<file path="src/rtl/nim_pkg.sv">
// Shared types and constants for the Nim turn controller.
package nim_pkg;

  typedef enum logic [1:0] {
    SELECT = 2'd0,
    TAKING = 2'd1,
    OVER   = 2'd2
  } state_t;

  localparam int NUM_ROWS  = 4;

  // Default starting sticks per row (classic 1/3/5/7 layout)
  localparam int H1_INIT_D = 1;
  localparam int H2_INIT_D = 3;
  localparam int H3_INIT_D = 5;
  localparam int H4_INIT_D = 7;

  // locked_row encodings
  localparam logic [2:0] ROW_NONE = 3'd0;
  localparam logic [2:0] ROW1     = 3'd1;
  localparam logic [2:0] ROW2     = 3'd2;
  localparam logic [2:0] ROW3     = 3'd3;
  localparam logic [2:0] ROW4     = 3'd4;

endpackage

</file>
<file path="src/rtl/nim_turn_controller_if.sv">
// Button pulses in, game state out, between debouncers/image builder and the controller.
interface nim_turn_controller_if #(parameter int CW = 3);
  logic [3:0]    take_pulse;
  logic          end_turn_pulse;
  logic          new_game_pulse;
  logic [CW-1:0] heap1_cnt;
  logic [CW-1:0] heap2_cnt;
  logic [CW-1:0] heap3_cnt;
  logic [CW-1:0] heap4_cnt;
  logic          cur_player;
  logic [2:0]    locked_row;
  logic          game_over;
  logic          winner;
  logic          move_err;

  modport master (
    output take_pulse, end_turn_pulse, new_game_pulse,
    input  heap1_cnt, heap2_cnt, heap3_cnt, heap4_cnt,
    input  cur_player, locked_row, game_over, winner, move_err
  );

  modport slave (
    input  take_pulse, end_turn_pulse, new_game_pulse,
    output heap1_cnt, heap2_cnt, heap3_cnt, heap4_cnt,
    output cur_player, locked_row, game_over, winner, move_err
  );
endinterface

</file>
<file path="src/rtl/nim_heap_counter.sv">
// One stick row: loadable down-counter that never wraps below zero.
module nim_heap_counter #(
  parameter int CW   = 3,
  parameter int INIT = 0
) (
  input  logic          clk,
  input  logic          rst,
  input  logic          load,
  input  logic          dec_en,
  output logic [CW-1:0] cnt,
  output logic          empty
);

  assign empty = (cnt == '0);

  // Reload on reset/new game, otherwise count down while sticks remain
  always_ff @(posedge clk or posedge rst) begin
    if (rst)                   cnt <= INIT[CW-1:0];
    else if (load)             cnt <= INIT[CW-1:0];
    else if (dec_en && !empty) cnt <= cnt - {{(CW-1){1'b0}}, 1'b1};
  end

endmodule

</file>
<file path="src/rtl/nim_turn_controller.sv">
// Nim game sequencer: applies take/end-turn/new-game pulses, enforces move rules, finds the winner.
module nim_turn_controller
  import nim_pkg::*;
#(
  parameter int H1_INIT = H1_INIT_D,
  parameter int H2_INIT = H2_INIT_D,
  parameter int H3_INIT = H3_INIT_D,
  parameter int H4_INIT = H4_INIT_D,
  parameter int CW      = 3
) (
  input  logic                 clk,
  input  logic                 reset,
  nim_turn_controller_if.slave bus
);

  localparam int HINIT [NUM_ROWS] = '{H1_INIT, H2_INIT, H3_INIT, H4_INIT};

  state_t state, nxt_state;

  logic [NUM_ROWS-1:0][CW-1:0] heap_cnt;
  logic [NUM_ROWS-1:0]         empty, dec_en;
  logic                        load;

  logic       player_q, winner_q, over_q, err_q;
  logic [2:0] locked_q;
  logic       nxt_player, nxt_winner, nxt_over, nxt_err;
  logic [2:0] nxt_locked;

  logic       take_any, take_ok, last_stick;
  logic [1:0] k;
  logic [2:0] k_row;

  for (genvar g = 0; g < NUM_ROWS; g++) begin : g_heap
    nim_heap_counter #(.CW(CW), .INIT(HINIT[g])) u_heap (
      .clk   (clk),
      .rst   (reset),
      .load  (load),
      .dec_en(dec_en[g]),
      .cnt   (heap_cnt[g]),
      .empty (empty[g])
    );
  end

  // Decode the take request: which row, and whether it is a legal move
  always_comb begin
    k = 2'd0;
    for (int i = 0; i < NUM_ROWS; i++)
      if (bus.take_pulse[i]) k = i[1:0];
    k_row    = {1'b0, k} + 3'd1;
    take_any = |bus.take_pulse;
    take_ok  = (state != OVER) && $onehot(bus.take_pulse) && !empty[k] &&
               ((locked_q == ROW_NONE) || (locked_q == k_row));
    // Last stick: this row holds one and every other row is already empty
    last_stick = take_ok && (heap_cnt[k] == {{(CW-1){1'b0}}, 1'b1}) &&
                 (&(empty | bus.take_pulse));
  end

  // State register
  always_ff @(posedge clk or posedge reset) begin
    if (reset) state <= SELECT;
    else       state <= nxt_state;
  end

  // Next-state logic: new game beats take beats end turn; OVER only left via new game
  always_comb begin
    nxt_state = state;
    if (bus.new_game_pulse)
      nxt_state = SELECT;
    else if (state != OVER) begin
      if (take_any) begin
        if (take_ok) nxt_state = last_stick ? OVER : TAKING;
      end else if (bus.end_turn_pulse && state == TAKING)
        nxt_state = SELECT;
    end
  end

  // Output/next-register logic; an end_turn riding on a take is dropped and flagged
  always_comb begin
    nxt_player = player_q;
    nxt_winner = winner_q;
    nxt_over   = over_q;
    nxt_locked = locked_q;
    nxt_err    = 1'b0;
    dec_en     = '0;
    load       = 1'b0;
    if (bus.new_game_pulse) begin
      load       = 1'b1;
      nxt_player = (state == OVER) ? ~winner_q : player_q;
      nxt_winner = 1'b0;
      nxt_over   = 1'b0;
      nxt_locked = ROW_NONE;
    end else if (state != OVER) begin
      if (take_any) begin
        if (take_ok) begin
          dec_en[k] = 1'b1;
          nxt_err   = bus.end_turn_pulse;
          if (last_stick) begin
            nxt_over   = 1'b1;
            nxt_winner = player_q;
            nxt_locked = ROW_NONE;
          end else
            nxt_locked = k_row;
        end else
          nxt_err = 1'b1;
      end else if (bus.end_turn_pulse) begin
        if (state == TAKING) begin
          nxt_player = ~player_q;
          nxt_locked = ROW_NONE;
        end else
          nxt_err = 1'b1;
      end
    end
  end

  // Registered game outputs
  always_ff @(posedge clk or posedge reset) begin
    if (reset) begin
      player_q <= 1'b0;
      winner_q <= 1'b0;
      over_q   <= 1'b0;
      err_q    <= 1'b0;
      locked_q <= ROW_NONE;
    end else begin
      player_q <= nxt_player;
      winner_q <= nxt_winner;
      over_q   <= nxt_over;
      err_q    <= nxt_err;
      locked_q <= nxt_locked;
    end
  end

  assign bus.heap1_cnt  = heap_cnt[0];
  assign bus.heap2_cnt  = heap_cnt[1];
  assign bus.heap3_cnt  = heap_cnt[2];
  assign bus.heap4_cnt  = heap_cnt[3];
  assign bus.cur_player = player_q;
  assign bus.locked_row = locked_q;
  assign bus.game_over  = over_q;
  assign bus.winner     = winner_q;
  assign bus.move_err   = err_q;

endmodule

</file>
<file path="src/flat_wrapper.sv">
// flat-port wrapper written by rule: the top's interface ports become plain ports
module nim_turn_controller_flat import nim_pkg::*;
#(
  parameter int H1_INIT = H1_INIT_D,
  parameter int H2_INIT = H2_INIT_D,
  parameter int H3_INIT = H3_INIT_D,
  parameter int H4_INIT = H4_INIT_D,
  parameter int CW      = 3
)
  (clk, reset, bus_take_pulse, bus_end_turn_pulse, bus_new_game_pulse, bus_heap1_cnt, bus_heap2_cnt, bus_heap3_cnt, bus_heap4_cnt, bus_cur_player, bus_locked_row, bus_game_over, bus_winner, bus_move_err);
  nim_turn_controller_if #(.CW(CW)) bus_i ();
  input  logic clk;
  input  logic reset;
  input wire logic [$bits(bus_i.take_pulse)-1:0] bus_take_pulse;
  input wire logic [$bits(bus_i.end_turn_pulse)-1:0] bus_end_turn_pulse;
  input wire logic [$bits(bus_i.new_game_pulse)-1:0] bus_new_game_pulse;
  output wire logic [$bits(bus_i.heap1_cnt)-1:0] bus_heap1_cnt;
  output wire logic [$bits(bus_i.heap2_cnt)-1:0] bus_heap2_cnt;
  output wire logic [$bits(bus_i.heap3_cnt)-1:0] bus_heap3_cnt;
  output wire logic [$bits(bus_i.heap4_cnt)-1:0] bus_heap4_cnt;
  output wire logic [$bits(bus_i.cur_player)-1:0] bus_cur_player;
  output wire logic [$bits(bus_i.locked_row)-1:0] bus_locked_row;
  output wire logic [$bits(bus_i.game_over)-1:0] bus_game_over;
  output wire logic [$bits(bus_i.winner)-1:0] bus_winner;
  output wire logic [$bits(bus_i.move_err)-1:0] bus_move_err;
  assign bus_i.take_pulse = bus_take_pulse;
  assign bus_i.end_turn_pulse = bus_end_turn_pulse;
  assign bus_i.new_game_pulse = bus_new_game_pulse;
  assign bus_heap1_cnt = bus_i.heap1_cnt;
  assign bus_heap2_cnt = bus_i.heap2_cnt;
  assign bus_heap3_cnt = bus_i.heap3_cnt;
  assign bus_heap4_cnt = bus_i.heap4_cnt;
  assign bus_cur_player = bus_i.cur_player;
  assign bus_locked_row = bus_i.locked_row;
  assign bus_game_over = bus_i.game_over;
  assign bus_winner = bus_i.winner;
  assign bus_move_err = bus_i.move_err;
  nim_turn_controller #(.H1_INIT(H1_INIT), .H2_INIT(H2_INIT), .H3_INIT(H3_INIT), .H4_INIT(H4_INIT), .CW(CW)) u_core (.clk(clk), .reset(reset), .bus(bus_i));
endmodule
</file>
<file path="config.mk">
export PLATFORM = sky130hd
export DESIGN_NAME = nim_turn_controller_flat
export DESIGN_NICKNAME = d
export VERILOG_FILES = /design/src/rtl/nim_pkg.sv /design/src/rtl/nim_turn_controller_if.sv /design/src/rtl/nim_heap_counter.sv /design/src/rtl/nim_turn_controller.sv /design/src/flat_wrapper.sv
export SDC_FILE = /design/constraint.sdc
export NUM_CORES = 1
export LEC_CHECK = 0
export ABC_AREA = 1
export CORE_MARGIN = 3
export CORE_UTILIZATION = 54
export CTS_CLUSTER_SIZE = 8
export DETAILED_ROUTE_END_ITERATION = 10
export PLACE_DENSITY = 0.89
export SYNTH_ARGS = -nofsm -noshare
export SYNTH_HDL_FRONTEND = slang
export SYNTH_SLANG_ARGS = --single-unit
</file>
<file path="constraint.sdc">
create_clock -name clk -period 2.75 [get_ports clk]
set_clock_uncertainty 0.15 [all_clocks]
set_input_delay 0.55 -clock clk [delete_from_list [all_inputs] [get_ports clk]]
set_output_delay 0.55 -clock clk [all_outputs]
set_load 0.1 [all_outputs]
</file>
==> results.cfg, run 1 <==
[layout]
instances_no_fill = 317
nets = 303
nFillCells = 240
drive_above_1_share_pct = 30.9
antennaDiodeCount = 0
area_delta_synth_final_pct = 26.3

[grt]
grt_pass1_vias = 1538
grt_remaining_overflow = 0
grt_pass1_wl_um = 6440
grt_max_degree = 22
grt.total_usage_pct = 22.4
antenna_found_initial = 0

[synth]
synthCells = 227
ys_top_cells_by_count = nand2_1, inv_1, nor2_1
netlist_top_cells_area = dfrtp_1, nand2_1, ha_1
ys_warn_count = 0
synth_flop_cell = dfrtp_1
yosysSeqAreaShare_pct = 31.8
syn_nets = 254
synth_cell_types = 26
netlist_area_um2 = 1690
yosysTopAreaCellShare_pct = 19.3
ys_seq_elements = 21
synth_top_area_cell = dfrtp_1
synth_enable_flop_cells = 0
async_reset_ff_share_pct = 100
syn_avg_cell_area_um2 = 7.43
yosysMostFrequentCell = nand2_1

[drt]
drt-pass1-iter-count = 4
drc = 0
wl_per_cell_um = 11.8
avgViaCountPerCell = 5.02
vias = 1592
wl_um = 3740
ant_nets = 0
initialDrtViolationCount = 59

[placed_design]
dp.cells = 312
port_buffers = 26
hpwl_um = 2960
gp_congestion = 0.907

[clock_tree]
clk_pin_slew_ns = 0.12
cts_sinks = 21
cts-root-buf = clkbuf_4
cts_tree = done
htreeDepth = 1
cts_buffers = 3
clock_path_buffers = 2
insertion_delay_ns = 0.31
cts_hold_buf = 0

[critical_path]
ff2ff_path_depth = 13
worstSetupPathType = in2reg
critPathLaunchType = input port
crit_fanout = 3
r2r_start = u_core.g_heap[2].u_heap.cnt[0]
r2r_slack_ns = 0.58
required_ns = 2.85
arrival_ns = 2.71
cp-end-kind = flip-flop
r2r_end = u_core.g_heap[1].u_heap.cnt[2]

[sta]
fin_crit_sh_pct = 94.7
slew_violations = 0
finalHoldViolations = 0
slew_headroom_pct = 46.4
grt_setup_unrepaired = no
fin_tns_setup_ns = 0
post-route-min-period_ns = 2.60
fmax_mhz = 384
tightestPinTransition_ns = 0.804
setup_viol = 0

[die]
start_util_pct = 58.6
die_y_um = 61.9
die-width_um = 61.9
io-pin-count = 27
rows = 19
dieArea_um2 = 3830
coreArea_um2 = 2880

[outcome]
status = finished clean

[worst_hold_path]
holdPathEnd = u_core.state[1]
hold_path.class = reg2reg
min_path_cells = 2
hp-start = u_core.state[1]

[power_and_ir_drop]
finalPower_mw = 1.26
powerDensity_nw_per_um2 = 592
max-vdd-ir-drop_uv = 609
p_leak_nw = 1.17

[flow_run]
cap_violations = 0
layout by cell type (no fill, tap or decap), drive strengths merged:
cell and count:
nand2 78, buf 38, inv 36, nor2 25, nand3 22, ha 18, o21ai 14, dfrtp 13
dfstp 8, clkbuf 6, nor3 4, clkdlybuf4s50 3, a21oi 3, nand4 2, clkdlybuf4s15 2, a22oi 1
nand3b 1, fa 1
per-layer routing:
layer / vias up / GRT usage, % / share of wire (%)
met3: 5 / 2.48 / 3.8
met2: 29 / 38.7 / 49
met4: 0 / 6.67 / 1.1
met5: - / 0 / 0
li1: 809 / - / -
met1: 749 / 29.5 / 46
registers in the layout (all words and copies together), names as in the netlist:
signal / cells
u_core.bus.locked_row: 3
u_core.bus.game_over: 1
u_core.g_heap.u_heap.cnt: 12
u_core.bus.move_err: 1
u_core.state: 2
u_core.bus.winner: 1
u_core.bus.cur_player: 1
where the power goes:
group          switching (mW)  internal, mW
Sequential             0.0427         0.364
Combinational           0.511         0.185
Clock                   0.100        0.0566
Total                   0.654         0.606
worst max path at each step:
| stage | from | to | slack [ns] |
|---|---|---|---|
| 6_report | bus_take_pulse[2] | u_core.g_heap[1].u_heap.cnt[2] | 0.15 |
| 5_1_grt | bus_take_pulse[2] | u_core.g_heap[1].u_heap.cnt[2] | 0.002 |
| 4_1_cts | bus_take_pulse[2] | u_core.g_heap[1].u_heap.cnt[2] | 0.009 |
| 3_5_place_dp | bus_take_pulse[0] | u_core.bus.game_over | -0.54 |
| 3_3_place_gp | bus_take_pulse[2] | u_core.bus.winner | -0.47 |
| 2_1_floorplan | bus_take_pulse[3] | u_core.bus.winner | 0.10 |
cell type report:
type	instances	area (um^2)	area share, %
clock buffer	4	26.3	1.23
inverter	36	135	6.35
multi-input combinational	169	1030	48.4
sequential	21	536	25.1
tap	42	52.6	2.47
timing repair buffer	45	349	16.4
timing repair:
item                       in CTS  in global routing
gates resized for setup         7                  9
setup endpoints to repair      20                 18
buffers inserted                1                  0
pin swaps                       7                  6
stage by stage:
step / worst slack [ns] / cell area, um^2 / hold slack [ns] / utilization (%)
final: 0.147 / 2130 / 0.342 / 74.0
after global routing: 0.00181 / 2130 / 0.359 / 74.0
after CTS: 0.00919 / 2130 / 0.337 / 73.9
after detailed placement: -0.545 / 2080 / 0.308 / 72.4
after global placement: -0.467 / 2080 / 0.310 / 72.4
after floorplan: 0.100 / 1690 / 0.292 / -
cell families (layout without fill, tap and decap cells):
| group | after synthesis | in the layout | share of synthesized area, % |
|---|---|---|---|
| simple gates | 132 | 132 | 38.9 |
| compound gates | 18 | 18 | 6.60 |
| fa+ha+maj | 19 | 19 | 14.5 |
| flops | 21 | 21 | 31.8 |
| buf+inv | 37 | 85 | 8.23 |
critical path, cell delays in order:
cell and delay, ns:
clkdlybuf4s15_1 0.20, inv_2 0.04, ha_1 0.29, ha_2 0.19, fa_1 0.42, inv_1 0.07
nand2_2 0.06, nor3_4 0.20, nand2_2 0.09, nor2_4 0.15, buf_6 0.12, nand4_1 0.11
nand2_1 0.09, nand2_1 0.04, nor2_1 0.08
No activity file was read; power rests on OpenSTA's default activity.
==> run 2, diff against run 1 <==
--- a/config.mk
+++ b/config.mk
@@ -5,12 +5,11 @@
 export SDC_FILE = /design/constraint.sdc
 export NUM_CORES = 1
 export LEC_CHECK = 0
-export ABC_AREA = 1
 export CORE_MARGIN = 3
-export CORE_UTILIZATION = 54
+export CORE_UTILIZATION = 53
 export CTS_CLUSTER_SIZE = 8
 export DETAILED_ROUTE_END_ITERATION = 10
-export PLACE_DENSITY = 0.89
+export PLACE_DENSITY = 0.88
 export SYNTH_ARGS = -nofsm -noshare
 export SYNTH_HDL_FRONTEND = slang
 export SYNTH_SLANG_ARGS = --single-unit
==> run 2 against run 1 <==
Net effect: register-to-register slack lost 0.38 ns; clock-buffer cell count shrank 1; clock power is essentially flat; worst hold slack gained 0.016 ns; global-route usage grew 3.7 points; non-clock buffer count grew 16; routed wire length grew 22%; flip-flop and latch count is the same; highest routed layer unchanged.
==> results.cfg, run 2 <==
[drt]
avgViaCountPerCell = 5.72
vias = 1620
wl_per_cell_um = 16.2
maxUsedRoutingLayer = met4
wl_met3_um = 313
ant_nets = 0
drt-met1-wl_um = 1880
drt-pass1-iter-count = 4
drc = 0
initialDrtViolationCount = 127
wl_um = 4570
met2_length_um = 2250

[sta]
whs_ns = 0.358
slew_violations = 0
post-route-min-period_ns = 2.67
setup_viol = 0
fin_crit_sh_pct = 96.9
fin_tns_setup_ns = 0
fmax_mhz = 375
finalHoldViolations = 0
slew_headroom_pct = 63.6
grt_setup_unrepaired = no
tightestPinTransition_ns = 0.545

[synth]
yosysMostFrequentCell = inv_1
yosysSeqAreaShare_pct = 32.3
synth_cell_types = 45
synth_enable_flop_cells = 0
synth_top_area_cell = dfrtp_1
synthCells = 181
netlist_top_cells_area = dfrtp_1, ha_1, dfstp_2
syn_avg_cell_area_um2 = 9.16
syn_nets = 208
ys_top_cells_by_count = inv_1, nor2_1, ha_1
ys_warn_count = 0
yosysTopAreaCellShare_pct = 19.6
synth_flop_cell = dfrtp_1
netlist_area_um2 = 1660
ys_seq_elements = 21
async_reset_ff_share_pct = 100

[layout]
nets = 269
instances_no_fill = 283
nFillCells = 168
top_register = u_core.g_heap.u_heap.cnt
final_cell_mix = buf_4, nor2_1, inv_1
largest_reg_flops = 12
antennaDiodeCount = 0
drive_above_1_share_pct = 44.0
area_delta_synth_final_pct = 42.2
final_common_cell = buf_4

[critical_path]
crit_fanout = 5
required_ns = 2.81
cp-end-kind = flip-flop
critPathLaunchType = input port
arrival_ns = 2.73
worstSetupPathType = in2reg

[flow_run]
cap_violations = 0

[clock_tree]
cts_hold_buf = 0
cts_sinks = 21
clock_path_buffers = 2
cts_tree = done
cts-root-buf = clkbuf_4
clk_pin_slew_ns = 0.12
insertion_delay_ns = 0.32
htreeDepth = 1
cts_buffers = 3

[grt]
grt_pass1_wl_um = 7310
antenna_found_initial = 0
grt.total_usage_pct = 26.1
grt_remaining_overflow = 0
grt_max_degree = 28
grt_pass1_vias = 1595

[power_and_ir_drop]
powerDensity_nw_per_um2 = 406
p_leak_nw = 1.13
max-vdd-ir-drop_uv = 304

[outcome]
status = finished clean

[die]
die-width_um = 61.9
rows = 19
die_y_um = 61.9
dieArea_um2 = 3840
start_util_pct = 57.6
coreArea_um2 = 2880
io-pin-count = 27

[placed_design]
dp.cells = 270
hpwl_um = 3180
port_buffers = 26
gp_congestion = 0.868

[worst_hold_path]
hold_path.class = in2async
==> run 2: routing by layer <==
metal | GRT usage [%] | vias up
met5 | 0 | -
met4 | 9.09 | 0
met3 | 4.75 | 16
met2 | 46.2 | 77
met1 | 31.8 | 767
li1 | - | 760
==> run 2: per-stage QoR <==
| step | setup WS, ns | power, mW | area (um^2) | utilization (%) |
|---|---|---|---|---|
| 5_1_grt | 0.00137 | 1.00 | 2360 | 81.9 |
| 4_1_cts | 0.00697 | 0.913 | 2290 | 79.5 |
| 6_report | 0.0847 | 0.957 | 2360 | 81.9 |
| 3_5_place_dp | -0.753 | 0.709 | 2140 | 74.4 |
| 2_1_floorplan | 0.0118 | 0.609 | 1710 | - |
| 3_3_place_gp | -0.593 | 0.696 | 2140 | 74.4 |
==> run 2: final timing paths <==
kind                                                     start                             end  slack [ns]  cells past startpoint
worst max-delay path                         bus_take_pulse[1]  u_core.g_heap[0].u_heap.cnt[1]        0.08                     13
worst min-delay path                                     reset               u_core.bus.winner        0.36                      2
worst max register to register  u_core.g_heap[3].u_heap.cnt[0]        u_core.bus.locked_row[1]        0.20                      9
worst min register to register            u_core.bus.game_over            u_core.bus.game_over        0.38                      1
max in group asynchronous                                reset  u_core.g_heap[0].u_heap.cnt[0]        1.51                      3
min in group clk                          u_core.bus.game_over            u_core.bus.game_over        0.38                      1
==> run 2: area by class of cell <==
cell class	instances	area [um^2]	share of cell area, %
Clock buffer	3	22.5	0.955
Clock inverter	1	5.00	0.212
Inverter	25	98.8	4.19
Multi-Input combinational cell	130	1160	49.3
Sequential cell	21	544	23.1
Tap cell	42	52.6	2.23
Timing Repair Buffer	61	472	20.0
==> run 2: kinds of logic (layout without fill, tap and decap cells) <==
group | count (synthesis) | count (layout) | synth area share [%]
AOI/OAI and AO/OA | 30 | 30 | 13.3
adders and majority gates | 19 | 19 | 14.8
and+or+nand+nor | 68 | 68 | 22.7
buffers and inverters | 30 | 90 | 7.32
muxes | 13 | 13 | 9.58
DFF | 21 | 21 | 32.3
==> run 2: critical path, stage by stage <==
cell             delay (ns)
clkdlybuf4s15_2        0.21
buf_6                  0.13
nand2b_4               0.07
nand2_4                0.07
inv_2                  0.07
ha_4                   0.20
inv_2                  0.06
nand2_1                0.05
a221o_1                0.30
o32a_4                 0.36
buf_4                  0.16
nor3_4                 0.20
mux2_4                 0.32
==> run 2: what timing repair did <==
item / CTS / global route
pin swaps: 7 / 8
buffers inserted: 5 / 2
gates cloned: 2 / 0
endpoints found under the setup margin: 20 / 19
gates resized for setup: 28 / 13
==> run 2: power breakdown <==
part | leakage, nW | switching [mW] | internal, mW
Combinational | 0.859 | 0.277 | 0.175
Sequential | 0.255 | 0.0187 | 0.330
Clock | 0.0177 | 0.102 | 0.0545
Total | 1.13 | 0.398 | 0.559
==> patch: new RTL, config.mk and constraints of run 2 <==
Reset style: synchronous (`reset` and `rst`), changed in 3 clocked blocks.
--- a/src/rtl/nim_heap_counter.sv
+++ b/src/rtl/nim_heap_counter.sv
@@ -14,7 +14,7 @@
   assign empty = (cnt == '0);
 
   // Reload on reset/new game, otherwise count down while sticks remain
-  always_ff @(posedge clk or posedge rst) begin
+  always_ff @(posedge clk) begin
     if (rst)                   cnt <= INIT[CW-1:0];
     else if (load)             cnt <= INIT[CW-1:0];
     else if (dec_en && !empty) cnt <= cnt - {{(CW-1){1'b0}}, 1'b1};
--- a/src/rtl/nim_turn_controller.sv
+++ b/src/rtl/nim_turn_controller.sv
@@ -56,7 +56,7 @@
   end
 
   // State register
-  always_ff @(posedge clk or posedge reset) begin
+  always_ff @(posedge clk) begin
     if (reset) state <= SELECT;
     else       state <= nxt_state;
   end
@@ -113,7 +113,7 @@
   end
 
   // Registered game outputs
-  always_ff @(posedge clk or posedge reset) begin
+  always_ff @(posedge clk) begin
     if (reset) begin
       player_q <= 1'b0;
       winner_q <= 1'b0;
Behaviour: differs if reset is asserted again (counterexample within 4 cycles, from zero or initial values and one cycle with reset high); with reset held inactive, the same outputs for 10 cycles.
==> patch against run 2 <==
  * Area after synthesis is 12% lower
  * Final cell count is 8.5% lower
  * Critical endpoint is now u_core.g_heap[1].u_heap.cnt[2]$_SDFFE_PP0P_
  * Total power is 16% lower
  * Count of clock-buffer cells in the layout stayed put
  * Wire length is 21% higher
  * Synthesized cell count is 6.6% lower
  * Final area is 4.2% lower
  * Sequential cell count stayed put
  * The run now ends with negative setup slack left
  * Largest power group unchanged
  * Global-route usage is 4.6 points higher
  * Clock power is 4% higher
  * Worst setup slack worse by 0.47 ns
==> patch: results (changes against run 2) <==
average routed wire per standard cell=21.4 µm (+32%); final worst hold slack=0.340 ns (-0.0182 ns); relative area of non-clock buffer cells in the final design=22.5% (+2.4 points); Detailed Route Iter0 Violations=129 (+1.6%); proportion of layout cells with a drive suffix above 1=47.6% (+3.6 points); violations in the final reports=negative setup slack; pin count of the biggest net entering global routing=17 (-39%); setup slack of the most critical reg-to-reg path=-0.28 ns (-0.48 ns); Resized cells post-CTS=36 (+29%); power of the clock network=0.164 mW (+4%); total routing usage reported by global routing=30.7% (+4.6 points); fraction of synthesis flops using an asynchronous set or reset pin=0% (-100 points); transition at the pin with the smallest max-transition slack=0.728 ns (+0.183 ns); delay of the slowest cell on the worst path=0.55 ns (+0.19 ns); Detailed Route WL=5.54 mm (+21%); final setup slack of the worst path=-0.384 ns (-0.469 ns); placer congestion estimate=0.836 (-3.7%); final setup violation count=18 (+18); largest voltage drop on the vdd net=0.382 mV (+25%); Commonest cells post-synth=sky130_fd_sc_hd__dfxtp_1 (21), sky130_fd_sc_hd__inv_1 (18), sky130_fd_sc_hd__ha_1 (16); class of the tightest hold or removal check=reg -> reg; multi-input gate share of the layout cell area=51.6% (+2.2 points); Critical Path AT=3.23 ns (+0.50 ns); vias in the first global route=1679 (+5.3%); adder-cell area share of the yosys netlist=15.0% (+0.24 points); fill cell instance count of the final layout=107 (-36%); inverter count=19 (-24%); switching component of the power=0.301 mW (-24%); Pleak=0.948 nW (-16%); register cell area after layout=428 µm² (-21%); Final clock-cell share=1.22% (+0.052 points); area share of the leading cell type in the synthesized netlist=28.7% (+9.1 points); number of placed instances with taps included=248 (-8.1%); Setup Slack @ Placement=-1.13 ns (-0.378 ns); compound-gate portion of the synthesized area=21.9% (+8.7 points); post-synthesis sequential area ratio=28.7% (-3.6 points); total number of multi-input combinational cells=124 (-4.6%); outcome=finished with violations; most used flip-flop cell after synthesis=sky130_fd_sc_hd__dfxtp_1; register share of total power=39.2% (+2.8 points); mux cell area share after synthesis=2.99% (-6.6 points); xor and xnor area share after synthesis=0.598% (+0.60 points); average vias per placed instance=6.58 (+15%); final net count=255 (-5.2%); endpoint of the lowest-slack register-to-register path=u_core.g_heap[1].u_heap.cnt[2]$_SDFFE_PP0P_; Pwr Density=358 nW/µm² (-12%); Mapped Cells=169 (-6.6%); syn_nets=194 (-6.7%); flip-flop count of the largest register after layout=12 (unchanged); DPL Wire Length=3.15 mm (-0.85%); worst flop-to-flop path startpoint=u_core.g_heap[0].u_heap.cnt[0]$_SDFFE_PP1P_; wire length of the first global-routing pass=8.06 mm (+10%); slowest stage cell on the critical path=sky130_fd_sc_hd__or4b_4; Area contributors post-synth=sky130_fd_sc_hd__dfxtp_1 (29%), sky130_fd_sc_hd__ha_1 (14%), sky130_fd_sc_hd__o31ai_1 (5.1%), sky130_fd_sc_hd__inv_1 (4.6%), sky130_fd_sc_hd__nor3_1 (3.4%); start point of the critical path=bus_take_pulse[0]; logic depth of the worst register-to-register path=11 (+2); crit-path leading delay family=adder cells
patch: cell count changes in the layout (fill, tap and decap cells not counted), moves of 6 or more:
cell,run 2,this run
sky130_fd_sc_hd__dfrtp_1,12,0
sky130_fd_sc_hd__dfstp_2,6,0
sky130_fd_sc_hd__nor2_1,20,4
sky130_fd_sc_hd__mux2i_1,8,1
sky130_fd_sc_hd__dfxtp_1,0,15
sky130_fd_sc_hd__dfxtp_2,0,6
sky130_fd_sc_hd__o31ai_1,0,6
patch: per-layer routing:
metal / vias to the layer above / wire, µm / global-route usage (%)
li1: 757 / - / -
met1: 795 / 2080 / 36.9
met2: 117 / 2640 / 52.8
met3: 36 / 480 / 6.14
met4: 0 / 348 / 13.6
met5: - / 0 / 0
patch: per-stage QoR:
step,util (%),setup TNS [ns],cell area (µm²)
2_1_floorplan,-,-4.20,1550
3_3_place_gp,77.8,-19.31,1980
3_5_place_dp,77.8,-19.93,1980
4_1_cts,84.3,-5.63,2140
5_1_grt,88.7,-4.72,2260
6_report,88.7,-4.05,2260
